### src/rtl/ringtone_player_if.sv
// ringtone_player_if: control/status bundle between the phone UI and the
// ringtone player.
//   start/stop : one-cycle requests from the UI
//   audio_out  : square-wave speaker drive
//   busy/done  : playback status, done is a one-cycle completion pulse
//   note_idx   : current melody step for the display
interface ringtone_player_if;
  logic       start;
  logic       stop;
  logic       audio_out;
  logic       busy;
  logic       done;
  logic [2:0] note_idx;

  modport master (output start, stop, input audio_out, busy, done, note_idx);
  modport slave  (input start, stop, output audio_out, busy, done, note_idx);
endinterface

### src/rtl/ringtone_player.sv
// ringtone_player: sequences an eight-step melody, synthesising each note as a
// square wave from a half-period ROM, with a silent gap after every step.
//   basys_clock : system clock
//   reset       : synchronous, active-high
//   bus         : ringtone_player_if.slave (start/stop in, audio/status out)
// Parameters: NOTE_CYCLES / GAP_CYCLES set step timing, TONE_SHIFT scales the
// ROM half-periods down, LOOP selects repeat (1) or single play with done (0).
module ringtone_player #(
  parameter int unsigned NOTE_CYCLES = 25_000_000,
  parameter int unsigned GAP_CYCLES  = 5_000_000,
  parameter int unsigned TONE_SHIFT  = 0,
  parameter int unsigned LOOP        = 1
) (
  input  logic               basys_clock,
  input  logic               reset,
  ringtone_player_if.slave   bus
);

  localparam logic [24:0] NOTE_LAST = 25'(NOTE_CYCLES - 1);
  localparam logic [24:0] GAP_LAST  = 25'(GAP_CYCLES - 1);

  typedef enum logic [1:0] {IDLE, TONE, GAP} state_t;

  state_t      state;
  logic [16:0] tone_cnt;
  logic [24:0] dur_cnt;
  logic        audio_q;
  logic        busy_q;
  logic        done_q;
  logic [2:0]  idx_q;
  logic [16:0] hp;

  // Half-periods in cycles: C5 E5 G5 C6 G5 E5 C5 rest.
  function automatic logic [16:0] rom_hp(input logic [2:0] i);
    case (i)
      3'd0:    return 17'd95556;
      3'd1:    return 17'd75843;
      3'd2:    return 17'd63775;
      3'd3:    return 17'd47778;
      3'd4:    return 17'd63775;
      3'd5:    return 17'd75843;
      3'd6:    return 17'd95556;
      default: return 17'd0;
    endcase
  endfunction

  assign hp = rom_hp(idx_q) >> TONE_SHIFT;

  always_ff @(posedge basys_clock) begin
    if (reset) begin
      state    <= IDLE;
      tone_cnt <= '0;
      dur_cnt  <= '0;
      audio_q  <= 1'b0;
      busy_q   <= 1'b0;
      done_q   <= 1'b0;
      idx_q    <= '0;
    end else begin
      done_q <= 1'b0;
      case (state)
        IDLE: begin
          // stop wins over a simultaneous start
          if (bus.start && !bus.stop) begin
            state    <= TONE;
            busy_q   <= 1'b1;
            idx_q    <= '0;
            tone_cnt <= '0;
            dur_cnt  <= '0;
            audio_q  <= 1'b0;
          end
        end
        TONE: begin
          if (bus.stop) begin
            state    <= IDLE;
            busy_q   <= 1'b0;
            idx_q    <= '0;
            tone_cnt <= '0;
            dur_cnt  <= '0;
            audio_q  <= 1'b0;
          end else if (dur_cnt == NOTE_LAST) begin
            // last half-period is truncated here; speaker goes quiet for the gap
            state    <= GAP;
            dur_cnt  <= '0;
            tone_cnt <= '0;
            audio_q  <= 1'b0;
          end else begin
            dur_cnt <= dur_cnt + 25'd1;
            if (hp == 17'd0) begin
              tone_cnt <= '0;
              audio_q  <= 1'b0;
            end else if (tone_cnt == hp - 17'd1) begin
              tone_cnt <= '0;
              audio_q  <= ~audio_q;
            end else begin
              tone_cnt <= tone_cnt + 17'd1;
            end
          end
        end
        GAP: begin
          if (bus.stop) begin
            state    <= IDLE;
            busy_q   <= 1'b0;
            idx_q    <= '0;
            tone_cnt <= '0;
            dur_cnt  <= '0;
            audio_q  <= 1'b0;
          end else if (dur_cnt == GAP_LAST) begin
            dur_cnt  <= '0;
            tone_cnt <= '0;
            audio_q  <= 1'b0;
            if (idx_q != 3'd7) begin
              idx_q <= idx_q + 3'd1;
              state <= TONE;
            end else if (LOOP != 0) begin
              idx_q <= '0;
              state <= TONE;
            end else begin
              idx_q  <= '0;
              state  <= IDLE;
              busy_q <= 1'b0;
              done_q <= 1'b1;
            end
          end else begin
            dur_cnt <= dur_cnt + 25'd1;
          end
        end
        default: state <= IDLE;
      endcase
    end
  end

  assign bus.audio_out = audio_q;
  assign bus.busy      = busy_q;
  assign bus.done      = done_q;
  assign bus.note_idx  = idx_q;

endmodule

### src/flat_wrapper.sv
// flat-port wrapper written by rule: the top's interface ports become plain ports
module ringtone_player_flat 
#(
  parameter int unsigned NOTE_CYCLES = 25_000_000,
  parameter int unsigned GAP_CYCLES  = 5_000_000,
  parameter int unsigned TONE_SHIFT  = 0,
  parameter int unsigned LOOP        = 1
)
  (basys_clock, reset, bus_start, bus_stop, bus_audio_out, bus_busy, bus_done, bus_note_idx);
  ringtone_player_if bus_i ();
  input  logic basys_clock;
  input  logic reset;
  input wire logic [$bits(bus_i.start)-1:0] bus_start;
  input wire logic [$bits(bus_i.stop)-1:0] bus_stop;
  output wire logic [$bits(bus_i.audio_out)-1:0] bus_audio_out;
  output wire logic [$bits(bus_i.busy)-1:0] bus_busy;
  output wire logic [$bits(bus_i.done)-1:0] bus_done;
  output wire logic [$bits(bus_i.note_idx)-1:0] bus_note_idx;
  assign bus_i.start = bus_start;
  assign bus_i.stop = bus_stop;
  assign bus_audio_out = bus_i.audio_out;
  assign bus_busy = bus_i.busy;
  assign bus_done = bus_i.done;
  assign bus_note_idx = bus_i.note_idx;
  ringtone_player #(.NOTE_CYCLES(NOTE_CYCLES), .GAP_CYCLES(GAP_CYCLES), .TONE_SHIFT(TONE_SHIFT), .LOOP(LOOP)) u_core (.basys_clock(basys_clock), .reset(reset), .bus(bus_i));
endmodule
### config.mk
export PLATFORM = sky130hd
export DESIGN_NAME = ringtone_player_flat
export DESIGN_NICKNAME = d
export VERILOG_FILES = /design/src/rtl/ringtone_player_if.sv /design/src/rtl/ringtone_player.sv /design/src/flat_wrapper.sv
export SDC_FILE = /design/constraint.sdc
export NUM_CORES = 1
export LEC_CHECK = 0
export ABC_AREA = 1
export CORE_MARGIN = 5
export CORE_UTILIZATION = 55
export DETAILED_ROUTE_END_ITERATION = 6
export PLACE_DENSITY = 0.84
export SYNTH_ARGS = -nofsm -noshare
export SYNTH_HDL_FRONTEND = slang
export SYNTH_SLANG_ARGS = --single-unit
### constraint.sdc
create_clock -name basys_clock -period 3.1 [get_ports basys_clock]
set_clock_uncertainty 0.15 [all_clocks]
set_input_delay 0.31 -clock basys_clock [delete_from_list [all_inputs] [get_ports basys_clock]]
set_output_delay 0.31 -clock basys_clock [all_outputs]
set_load 0.02 [all_outputs]
# Word-level counts from Yosys, hierarchy flattened

Index checks and enable logic that the tools add are counted.
Widths: inputs -> output; s select.

Bits in registers: 49
Input port bits: 4
Output and inout bits: 6
Logic and storage cells: 84

$add $sub $neg: 4
Equal/unequal tests: 18
Muxes and demuxes: 38
Bitwise gates (word level): 1
Reductions and logical operators: 17

Operators with widths:

| kind                  | number |
|---|---|
| $mux 25               | 5 |
| $mux 17               | 7 |
| $pmux 25 s3           | 1 |
| $pmux 17 s4           | 1 |
| $pmux 17 s3           | 1 |
| $add 25x1->25 const B | 1 |
| $eq 25x23->1 const B  | 1 |
| $eq 25x25->1 const B  | 1 |
| $add 17x1->17 const B | 1 |
| $eq 17x17->1          | 1 |
| $logic_not 17->1      | 1 |
| $sub 17x1->17 const B | 1 |
| $mux 3                | 5 |
| $mux 2                | 5 |
| $eq 3x3->1 const B    | 3 |
| $mux 1                | 9 |
| $pmux 3 s3            | 1 |
| $reduce_and 3->1      | 3 |
| $reduce_and 4->1      | 2 |
| $reduce_or 2->1       | 4 |
| $eq 3x2->1 const B    | 2 |
| $ne 3x2->1 const B    | 2 |
| $pmux 2 s3            | 1 |
| $ne 5x2->1 const B    | 1 |
| other kinds (17)      | 18 |

# Longest topological paths before layout

Depth after elaboration: 10
Depth in mapped cells: 21
Mapped depth without buffers: 21

# Worst setup path after synthesis

No wires, ideal clock.

Kind: register to register
Start point: reg u_core.idx_q[2], in the netlist u_core.bus.note_idx[2]
End point: reg u_core.tone_cnt[3]
Setup time: 0.117 ns
Arrival: 2.509 ns
Data required time: 2.833 ns
Path slack: 0.323 ns
Stages on the path, launching flop included: 19
Path buffers: 1
Clock period less this slack: 2.777 ns
Path through: dfxtp_1 -> inv_2 -> ha_1 -> inv_1 -> nand4_1 -> inv_1 -> ha_1 -> nand3_1 -> inv_2 -> nand2_4 -> nand3_1 -> nand2_1 -> nor2_1 -> nand3_1 -> o21bai_2 -> nand2_1 -> nand2_2 -> buf_6 -> nor2_1

Word-level cells in the longest chain between the ends: 10
Elaborated cells between the ends (all ways): 19
Those cells by class: add/sub: 1; eq/ne: 7; mux: 6; reduce/logical: 5

Ends and longest elaborated chain:

| what                               | RTL line               | source |
|---|---|---|
| start, declared                    | ringtone_player.sv:30  | `logic [2:0] idx_q;` |
| start signal, assigned             | ringtone_player.sv:112 | `idx_q <= idx_q + 3'd1;` |
| $eq 3x3->1 (tied with other cells) | ringtone_player.sv:35  | `case (i)` |
| $reduce_or 2->1 (no source line)   | n/a                    |  |
| $pmux 17 s4 (*)                    | ringtone_player.sv:35  |  |
| $sub 17x1->17                      | ringtone_player.sv:91  | `end else if (tone_cnt == hp - 17'd1) begin` |
| $eq 17x17->1                       | ringtone_player.sv:91  |  |
| $mux 17                            | ringtone_player.sv:91  |  |
| $mux 17 (*)                        | ringtone_player.sv:88  | `if (hp == 17'd0) begin` |
| $mux 17 (*)                        | ringtone_player.sv:80  | `end else if (dur_cnt == NOTE_LAST) begin` |
| $mux 17 (*)                        | ringtone_player.sv:73  | `if (bus.stop) begin` |
| $pmux 17 s3 (*)                    | ringtone_player.sv:60  | `case (state)` |
| end signal, assigned               | ringtone_player.sv:95  | `tone_cnt <= tone_cnt + 17'd1;` |
| end, declared                      | ringtone_player.sv:25  | `logic [16:0] tone_cnt;` |

Every way passes the cells marked *; elsewhere a longest branch is shown, timed or not.
A chain may end at the register's enable or synchronous reset.

# Final worst setup path

Start point: reg u_core.idx_q[0], in the netlist u_core.bus.note_idx[0]
End point: reg u_core.tone_cnt[1]

The elaborated chain is that of the path after synthesis.

==> summary.md <==
| Metric | Value |
|---|---|
| Register clock-pin slew on the reported worst setup and hold paths | `0.09 ns` |
| CP required | `about 3.2 ns` |
| Sequential area share after synthesis | `0.295` |
| Clock root cell | `clkbuf_8` |
| Static leakage | `1.56 nW` |
| GPL Wtd Cong | `1.02` |
| CTS tree | `built` |
| Die area | `7710 um^2` |
| Drt pass-1 iters | `5` |
| Fraction of layout cells with a size suffix above 1 | `0.0846` |
| Power Density | `approximately 540 nW/um^2` |
| Setup slack at placement | `0.128 ns` |
| Die width | `87.8 um` |
| Detailed Route WL | `7990 um` |
| Grt met1 use | `0.277` |
| Register bit total from synthesis | `49` |
| Syn nets | `around 550` |
| Initial antenna violation count | `0` |
| DP Wirelength | `approximately 6000 um` |
| Final min period | `2.92 ns` |
| Slowest CP cell | `dfxtp_2` |
| Most used cell along the critical path | `nand3_1` |
| GRT Total Usage | `0.219` |
| GR Layer Usage met3 | `0.0292` |
| Slowest Stage Delay on Critical Path | `~0.35 ns` |
| DRC | `0` |
| Outcome | `finished clean` |
| Startpoint Class | `register` |
| H-tree depth | `2` |
| Endpoints failing setup | `0` |
| CP top delay family | `simple AND/OR/NAND/NOR gates` |
| Final Net Count | `562` |
| Met2 Use GR | `0.377` |
| Total Power | `just under 0.002 W` |
| CTS Buf Count | `5` |
| Buffers on Ports | `8` |
| Drt wl/cell | `roughly 13 um` |
| Fin area | `3660 um^2` |
| Worst-Skew Late Latency | `0.31 ns` |
| Syn-to-layout area delta | `10.0%` |
| Overflow after GRT | `0` |
| Unique cell type count in the Yosys netlist | `37` |
| Pins Over Slew Limit | `0` |
| Highest-count cells in the layout ignoring fill and taps | `nand2_1, inv_1, nor2_1` |
| Commonest non-fill, non-tap cell in the layout | `nand2_1` |
| Fin. Hold Viols | `0` |
| Mean Syn Cell Area | `6.30 um^2` |
| Worst Path Max Fanout | `8` |
| Final Cycle Share | `0.942` |
| Worst path bufs/invs | `3` |
| Post-Syn Instances | `528` |
| CTS sink cnt | `~50` |
| Routed Antenna Nets | `0` |
| DRT iter0 DRCs | `a little over 400` |
| Clock tree buffer depth | `2` |
| Finished Layout Cells | `619` |
| Vias in the first global route | `3168` |
| Slew @ Worst Pin | `0.498 ns` |
| Placed Instances | `608` |
| Busiest grt layer | `met2` |
| Highest attainable clock frequency | `342 MHz` |
| Cell area after synthesis | `3330 um^2` |
| WS Path Type | `reg -> reg` |
| # hold bufs at CTS | `0` |
| Cell Rows | `28` |
| Placed standard-cell area | `3500 um^2` |
| Vias post-DR | `3461` |
| Ys Warns | `0` |
| Ports | `10` |
| Largest net degree at the start of global routing | `17` |
| Core area | `5890 um^2` |
| Die height | `slightly below 90 um` |
| Starting density of the core | `0.565` |
| Via density | `5.59` |
| Antenna diodes | `0` |
| Max-slew headroom at the worst pin | `0.665` |
| Max VDD drop | `0.378 mV` |
| Maxcap violations | `0` |
| Crit-path cells | `ha_1, ha_1, inv_2, nand4_1, inv_2, ha_2, xnor2_1, nand3_1, nand2_1, inv_1, nor2_1, nand3_1, nor2_2, nand3_1, o21bai_2, nand2_2, nand2_4, nor2_1` |
| First-pass GRT wire length | `around 14000 um` |
| Setup ws final | `0.180 ns` |
| Crit path DAT | `between 2 and 3 ns` |
| Hold crit path type | `reg -> reg` |
| CP Capture Type | `register` |
[what timing repair did]
action	in CTS	in global routing
endpoints found under the setup margin	0	17
gates resized for setup	0	12
setup buffers	0	2
[worst reg2reg max path: cells and delay by family, from the launching register on]
kind,cells,cell delay (ns)
buffers and inverters,3,0.24
and+or+nand+nor,10,1.11
xor gates and xnor gates,1,0.13
DFF,1,0.35
adders and majority gates,3,0.64
AOI/OAI and AO/OA,1,0.21
[path summary, 6_finish.rpt]
kind / cells after the start / endpoint / slack (ns) / from
min reg2reg: 2 / u_core.bus.busy / 0.34 / u_core.bus.busy
max: 18 / u_core.tone_cnt[1] / 0.18 / u_core.bus.note_idx[0]
max reg2reg: 18 / u_core.tone_cnt[1] / 0.18 / u_core.bus.note_idx[0]
min: 2 / u_core.bus.busy / 0.34 / u_core.bus.busy
[area by class of cell]
type	instances	area (um^2)
fill	552	2220
clock buffer	6	82.6
inverter	84	315
timing repair buffer	16	140
multi-input combinational	387	2010
clock inverter	2	37.5
tap	75	93.8
sequential	49	983
[cells in the mapped netlist]
library cell  count  area share
buf_4             2      0.0045
a21oi_1          22       0.033
nor2_2            1      0.0019
a31oi_1           2      0.0038
nor2_4            1      0.0034
o21a_1            2      0.0045
nor3b_1           1      0.0023
o21bai_2          1      0.0034
o21ai_0          23       0.035
nand4_1          15       0.028
nand2_2           5      0.0094
buf_6             1      0.0034
o211ai_1          1      0.0023
a221oi_1          1      0.0026
nand3_1          49       0.074
o21ai_1           4      0.0060
conb_1            1      0.0011
xnor2_1           5       0.013
nand3_2           2      0.0060
nor3_2            2      0.0060
nand2_1         126        0.14
ha_1             15       0.056
nand3b_1          2      0.0045
clkbuf_1          5      0.0056
dfxtp_1          49        0.29
inv_1            79       0.089
nor2_1           67       0.076
nand2_4           1      0.0034
or2_2             1      0.0019
a211oi_1          1      0.0023
nor4_1            6       0.011
xor2_1           15       0.039
nor4_2            1      0.0038
nor3_1           13       0.020
inv_2             4      0.0045
clkinv_1          1      0.0011
buf_2             1      0.0015
[report_power, final]
| part | switching, W | internal, W | total (W) | leakage, nW |
|---|---|---|---|---|
| Combinational | 0.000544 | 0.000274 | 0.000818 | 1.10 |
| Clock | 0.000215 | 0.000262 | 0.000477 | 0.0574 |
| Sequential | 0.0000253 | 0.000653 | 0.000679 | 0.397 |
| Total | 0.000784 | 0.00119 | 0.00197 | 1.56 |
[registers in the layout (all words and copies together), names as in the netlist]
register and cells:
u_core.dur_cnt 25, u_core.tone_cnt 17, u_core.bus.busy 1, u_core.bus.audio_out 1
u_core.bus.note_idx 3, u_core.state 2
[kinds of logic (layout without fill, tap and decap cells)]
logic type	count (synthesis)	in the layout	share of synthesized area
AO/OA/AOI/OAI	57	57	0.0925
buffers and inverters	93	108	0.110
AND/OR/NAND/NOR	293	294	0.393
flip-flops	49	49	0.295
adder cells (fa/ha/maj)	15	15	0.0564
other	1	1	0.00113
XOR/XNOR	20	20	0.0526
[through the flow]
step / hold slack [ns] / util / setup TNS, ns
floorplan: 0.304 / - / 0
global route: 0.381 / 0.622 / -0.395
CTS: 0.348 / 0.615 / 0
global placement: 0.322 / 0.594 / 0
detailed placement: 0.333 / 0.594 / 0
finish: 0.344 / 0.622 / 0
[routing by layer]
layer,share of wire,routed length [um],vias to the layer above
li1,-,-,1726
met1,0.44,3550,1558
met2,0.46,3700,149
met3,0.068,540,28
met4,0.025,199,0
met5,0,0,-
Note: power is estimated with default switching activity, not from simulation.
